### src/rtl/sel_code_pkg.sv
// -----------------------------------------------------------------------------
// sel_code_pkg
//   Shared types and helpers for the selector-code sequencer.
//   - state_t   : sequencer FSM states (IDLE / RUN / DONE)
//   - SEL_00..SEL_11 : named 2-bit selector codes
//   - next_code : successor of a selector code within a burst
//   - norm_code : maps a configured start code onto the legal code set
//   Configuration macro: SEL_SKIP_ILLEGAL_EN
//     defined     -> code 11 is never produced (00->01->10->00), start 11 acts as 00
//     not defined -> full 4-code cycle 00->01->10->11->00
// -----------------------------------------------------------------------------
package sel_code_pkg;

   typedef enum logic [1:0] {
      IDLE = 2'd0,
      RUN  = 2'd1,
      DONE = 2'd2
   } state_t;

   localparam logic [1:0] SEL_00 = 2'b00;
   localparam logic [1:0] SEL_01 = 2'b01;
   localparam logic [1:0] SEL_10 = 2'b10;
   localparam logic [1:0] SEL_11 = 2'b11;

   // Successor code; wraps modulo 4, or modulo 3 when 11 is excluded.
   function automatic logic [1:0] next_code(input logic [1:0] code);
      logic [1:0] nxt;
`ifdef SEL_SKIP_ILLEGAL_EN
      if (code >= SEL_10) begin
         nxt = SEL_00;
      end else begin
         nxt = code + 2'b01;
      end
`else
      nxt = code + 2'b01;
`endif
      return nxt;
   endfunction

   // Start code actually used by the sequencer.
   function automatic logic [1:0] norm_code(input logic [1:0] code);
      logic [1:0] res;
`ifdef SEL_SKIP_ILLEGAL_EN
      if (code == SEL_11) begin
         res = SEL_00;
      end else begin
         res = code;
      end
`else
      res = code;
`endif
      return res;
   endfunction

endpackage

### src/rtl/sel_code_sequencer.sv
// -----------------------------------------------------------------------------
// sel_code_sequencer
//   Emits a burst of 2-bit selector codes on a valid/ready port for the
//   downstream 2-bit case decoder. A start command loads the burst length;
//   codes step from START_CODE, one per accepted transfer. A one-cycle done
//   pulse follows completion or abort; emitted_o reports accepted codes.
//
//   Parameters
//     CNT_W       width of burst length / emitted counter
//     START_CODE  first code of every burst
//   Ports
//     clk          clock, rising edge
//     rst_n        asynchronous active-low reset
//     start_i      burst request, honoured only in IDLE
//     len_i        burst length, sampled with start_i (0 = empty burst)
//     abort_i      terminate a running burst
//     sel_o        selector code
//     sel_valid_o  sel_o valid
//     sel_ready_i  downstream accepts sel_o
//     busy_o       high while in RUN or DONE
//     done_o       one-cycle completion pulse (cycle after DONE)
//     emitted_o    codes accepted in current / last burst
//   Configuration macro: SEL_SKIP_ILLEGAL_EN (see sel_code_pkg)
// -----------------------------------------------------------------------------
module sel_code_sequencer
   import sel_code_pkg::*;
#(
   parameter int         CNT_W      = 8,
   parameter logic [1:0] START_CODE = 2'b00
) (
   input  logic             clk,
   input  logic             rst_n,
   input  logic             start_i,
   input  logic [CNT_W-1:0] len_i,
   input  logic             abort_i,
   output logic [1:0]       sel_o,
   output logic             sel_valid_o,
   input  logic             sel_ready_i,
   output logic             busy_o,
   output logic             done_o,
   output logic [CNT_W-1:0] emitted_o
);

   localparam logic [1:0]       START_EFF = norm_code(START_CODE);
   localparam logic [CNT_W-1:0] CNT_ZERO  = {CNT_W{1'b0}};
   localparam logic [CNT_W-1:0] CNT_ONE   = {{(CNT_W-1){1'b0}}, 1'b1};

   state_t           state_r;
   logic [CNT_W-1:0] remaining_r;
   logic [CNT_W-1:0] emitted_r;
   logic [1:0]       sel_r;
   logic             sel_valid_r;
   logic             busy_r;
   logic             done_r;

   logic             xfer_s;
   logic             last_s;

   // Handshake decode: a transfer happens when the offered code is accepted.
   always_comb begin
      xfer_s = 1'b0;
      last_s = 1'b0;
      if (state_r == RUN) begin
         xfer_s = sel_valid_r & sel_ready_i;
         last_s = (remaining_r == CNT_ONE);
      end else begin
         xfer_s = 1'b0;
         last_s = 1'b0;
      end
   end

   // Sequencer FSM with all outputs registered.
   always_ff @(posedge clk or negedge rst_n) begin
      if (!rst_n) begin
         state_r     <= IDLE;
         remaining_r <= CNT_ZERO;
         emitted_r   <= CNT_ZERO;
         sel_r       <= START_EFF;
         sel_valid_r <= 1'b0;
         busy_r      <= 1'b0;
         done_r      <= 1'b0;
      end else begin
         done_r <= 1'b0;
         case (state_r)
            IDLE: begin
               if (start_i) begin
                  emitted_r <= CNT_ZERO;
                  sel_r     <= START_EFF;
                  busy_r    <= 1'b1;
                  if (len_i != CNT_ZERO) begin
                     state_r     <= RUN;
                     remaining_r <= len_i;
                     sel_valid_r <= 1'b1;
                  end else begin
                     // Empty burst: straight to DONE without offering a code.
                     state_r     <= DONE;
                     remaining_r <= CNT_ZERO;
                     sel_valid_r <= 1'b0;
                  end
               end else begin
                  state_r     <= IDLE;
                  sel_valid_r <= 1'b0;
                  busy_r      <= 1'b0;
               end
            end
            RUN: begin
               if (xfer_s) begin
                  emitted_r   <= emitted_r + CNT_ONE;
                  remaining_r <= remaining_r - CNT_ONE;
               end else begin
                  emitted_r   <= emitted_r;
                  remaining_r <= remaining_r;
               end
               // Abort wins over advancing, but a same-cycle transfer was still counted above.
               if ((xfer_s && last_s) || abort_i) begin
                  state_r     <= DONE;
                  sel_valid_r <= 1'b0;
               end else if (xfer_s) begin
                  sel_r <= next_code(sel_r);
               end else begin
                  // Stall: code and valid stay put until accepted.
                  sel_r <= sel_r;
               end
            end
            DONE: begin
               state_r     <= IDLE;
               done_r      <= 1'b1;
               sel_valid_r <= 1'b0;
               sel_r       <= START_EFF;
               remaining_r <= CNT_ZERO;
               busy_r      <= 1'b0;
            end
            default: begin
               state_r     <= IDLE;
               sel_valid_r <= 1'b0;
               sel_r       <= START_EFF;
               remaining_r <= CNT_ZERO;
               busy_r      <= 1'b0;
            end
         endcase
      end
   end

   assign sel_o       = sel_r;
   assign sel_valid_o = sel_valid_r;
   assign busy_o      = busy_r;
   assign done_o      = done_r;
   assign emitted_o   = emitted_r;

endmodule
### config.mk
export PLATFORM = sky130hd
export DESIGN_NAME = sel_code_sequencer
export DESIGN_NICKNAME = d
export VERILOG_FILES = /design/src/rtl/sel_code_pkg.sv /design/src/rtl/sel_code_sequencer.sv
export SDC_FILE = /design/constraint.sdc
export NUM_CORES = 1
export LEC_CHECK = 0
export ABC_AREA = 0
export BUFFER_PORTS_ARGS = -buffer_cell sky130_fd_sc_hd__buf_4
export CORE_MARGIN = 1.5
export CORE_UTILIZATION = 50
export CTS_CLUSTER_DIAMETER = 200
export CTS_CLUSTER_SIZE = 28
export DETAILED_ROUTE_END_ITERATION = 10
export PLACE_DENSITY = 0.73
export SLEW_MARGIN = 20
export SYNTH_ARGS = -nofsm -noshare
export SYNTH_HDL_FRONTEND = slang
export SYNTH_SLANG_ARGS = --single-unit
### constraint.sdc
create_clock -name clk -period 2 [get_ports clk]
set_clock_uncertainty 0.1 [all_clocks]
set_input_delay 0.4 -clock clk [delete_from_list [all_inputs] [get_ports clk]]
set_output_delay 0.4 -clock clk [all_outputs]
set_load 0.05 [all_outputs]
==> results.toml <==
[detailed_routing]
viasPerCell = 6.26
drc_errors = 0
first_iter_violations = 45
wire_per_inst_um = 16.2
vias = 1296
finalWirelength_mm = 3.35
ant_nets = 0
dr.pass1.iters = 4

[cells_and_area]
final_layout_size_suffix_gt1_share_pct = 23.2
finalNetCount = 194
stdcell_count = 207
area_growth_pct = 20.2
nFillCells = 217
insertedDiodeCount = 0

[logic_synthesis]
synth.mux.area_fraction_pct = 0.732
yosys.area_share.simple_pct = 22.5
ys.flop_type = "dfrtp_1"
synth_commonest_cells = "dfrtp_1 (23), nand2_1 (14), nor2_1 (14), o21ai_0 (8), inv_1 (7)"
ys_seq_area_share_pct = 42.1
syn_nets = 162
synthAdderAreaFrac_pct = 2.74
avgSynthCellArea_um2 = 9.37
synth_top_area_cell = "dfrtp_1"
yosys-top-cells-area = "dfrtp_1 (42%), nand2_1 (3.8%), nor2_1 (3.8%)"
synth-xor-area-share_pct = 2.56
synth_cell_type_count = 48
syn_area_um2 = 1370
ys_warn_count = 0
ys_seq_elements = 23
synth_top_area_share_pct = 42.1
async_flop_share_pct = 100
synthCells = 146
synth_compound_area_share_pct = 24.7
synth_edf_count = 0
synth_top_family_by_area = "compound AO/OA/AOI/OAI gates"
yosysMostFrequentCell = "dfrtp_1"

[floorplan]
start_util_pct = 54.2
core_um2 = 2520
rows = 18
fp.dieW_um = 55.3
die_area_um2 = 3060
io_pins = 26
die_y_um = 55.3

[timing]
slew_violations = 0
tns_ns = 0
finalSetupViolCount = 0
max_clock_freq_ghz = 0.527
min_period_ns = 1.90
tightest_slew_ns = 0.695
max_slew_margin_pct = 53.5
hold_viol_final = 0
fin_crit_sh_pct = 94.8
rsz0062_at_grt = "false"

[min_path]
hold_start = "len_i[2]"
hold_class = "input port to register"

[clocking]
cts_setup_buffers = 0
clock_latency_ns = 0.32
clkTransAtPathRegs_ns = 0.13
root_buffer = "clkbuf_4"
tritoncts = "built"
clock_path_buffers = 2
holdBufCountCts = 1
htreeDepth = 1
clock_sinks = 23
cts-buffers-inserted = 3
cts-resized-gates = 0

[worst_setup_path]
regToRegStartpoint = "state_r[0]$_DFFE_PN0P_"
start_kind = "register"
crit_path_max_fanout = 10
cp_top_family = "simple AND/OR/NAND/NOR gates"
worstPathRequired_ns = 2.15
max_stage_delay_ns = 0.55
end_kind = "register"
crit_slowest_cell = "dfrtp_1"
worstSetupStartpoint = "state_r[0]$_DFFE_PN0P_"
path_buf_inv = 0
cp.arrival_ns = 2.04
critPathKind = "register to register"
path_cells = "nand3_2, a2111oi_4, or3b_1, a21oi_1"

[global_route]
first_global_vias = 1248
grt_antenna_before_repair = 0
grt_overflow_total = 0
grt_start_max_net_pins = 24
grt_pass1_wl_mm = 5.88
grt_usage_pct = 23.9

[run_status]
status = "completed"

[placed_design]
placedCellCount = 202
post-dp-hpwl_mm = 2.48
routabilityCongestion = 0.863
io_buffers = 25

[power_and_ir_drop]
p_leak_nw = 0.737
power.density_nw_per_um2 = 1130
vdd_drop_max_mv = 0.715

[run]
drv_cap = 0
## state kept, by name, summed over array words and instances (netlist names)
name	flops
emitted_o	8
busy_o	1
remaining_r	8
done_o	1
sel_o	2
state_r	2
sel_valid_o	1
## cell type report
| class | instances | area (um^2) | share of cell area, % |
|---|---|---|---|
| multi-input cells | 110 | 728 | 44.3 |
| flip-flops and latches | 23 | 576 | 35.0 |
| well taps | 30 | 37.5 | 2.28 |
| inverters | 7 | 26.3 | 1.60 |
| clock buffers | 4 | 26.3 | 1.60 |
| repair buffers | 33 | 250 | 15.2 |
## final timing paths
kind                       depth (start not counted)  slack, ns                          to
max                                                4       0.10    emitted_o[7]$_DFFE_PN0P_
min                                                2       0.22  remaining_r[2]$_DFFE_PN0P_
max reg2reg                                        4       0.10    emitted_o[7]$_DFFE_PN0P_
min reg2reg                                        1       0.44          busy_o$_DFFE_PN0P_
max in group asynchronous                          2       1.17    emitted_o[2]$_DFFE_PN0P_
min in group asynchronous                          2       0.39  remaining_r[4]$_DFFE_PN0P_
## per-layer routing
| metal | vias to the layer above | routed length, um | track usage (%) |
|---|---|---|---|
| li1 | 613 | - | - |
| met1 | 618 | 1530 | 35.1 |
| met2 | 60 | 1510 | 35.9 |
| met3 | 5 | 259 | 2.34 |
| met4 | 0 | 48 | 10.5 |
| met5 | - | 0 | 0 |
## cells in the final DEF, fill, tap and decap left out, types with 2 or more instances in the layout
cell	n
nor2b_1	2
xnor2_1	3
nor4_1	2
nand3b_1	2
dfrtp_1	23
a41o_1	2
or3b_1	2
nand2_1	14
and3_1	2
nand3_1	5
nand4_1	2
or3_1	2
buf_4	32
nor3_1	2
nor2_1	14
o21ai_0	8
o211ai_1	2
a31oi_1	4
inv_1	7
ha_1	3
clkbuf_4	3
a32oi_1	2
a22oi_1	3
a211oi_1	5
a21oi_1	6
## logic make-up (layout without fill, tap and decap cells)
group,Yosys count,after routing
adders and majority gates,3,3
muxes,1,1
xor gates and xnor gates,4,4
AOI/OAI and AO/OA,45,45
DFF,23,23
buffers and inverters,13,44
and+or+nand+nor,57,57
## through the flow
| step | area, um^2 | hold slack (ns) | power [mW] | utilization (%) | setup WS, ns |
|---|---|---|---|---|---|
| 5_1_grt | 1640 | 0.226 | 1.99 | 65.2 | 0.0113 |
| 6_report | 1640 | 0.222 | 1.85 | 65.2 | 0.104 |
| 2_1_floorplan | 1370 | 0.00441 | 1.35 | - | 0.0299 |
| 3_5_place_dp | 1610 | 0.213 | 1.63 | 63.7 | 0.153 |
| 4_1_cts | 1640 | 0.221 | 1.85 | 65.2 | 0.121 |
| 3_3_place_gp | 1610 | 0.211 | 1.60 | 63.7 | 0.202 |
## worst reg2reg max path: cells and delay by family, from the launching register on
kind            cells  cell delay, ns
compound gates      2            0.58
flops               1            0.55
simple gates        2            0.60
## report_power, final
group | switching, mW | total [mW] | internal (mW)
clock | 0.143 | 0.222 | 0.0781
sequential | 0.174 | 0.762 | 0.588
combinational | 0.525 | 0.871 | 0.346
total | 0.842 | 1.85 | 1.01
Power figures use the tool's default switching activity.
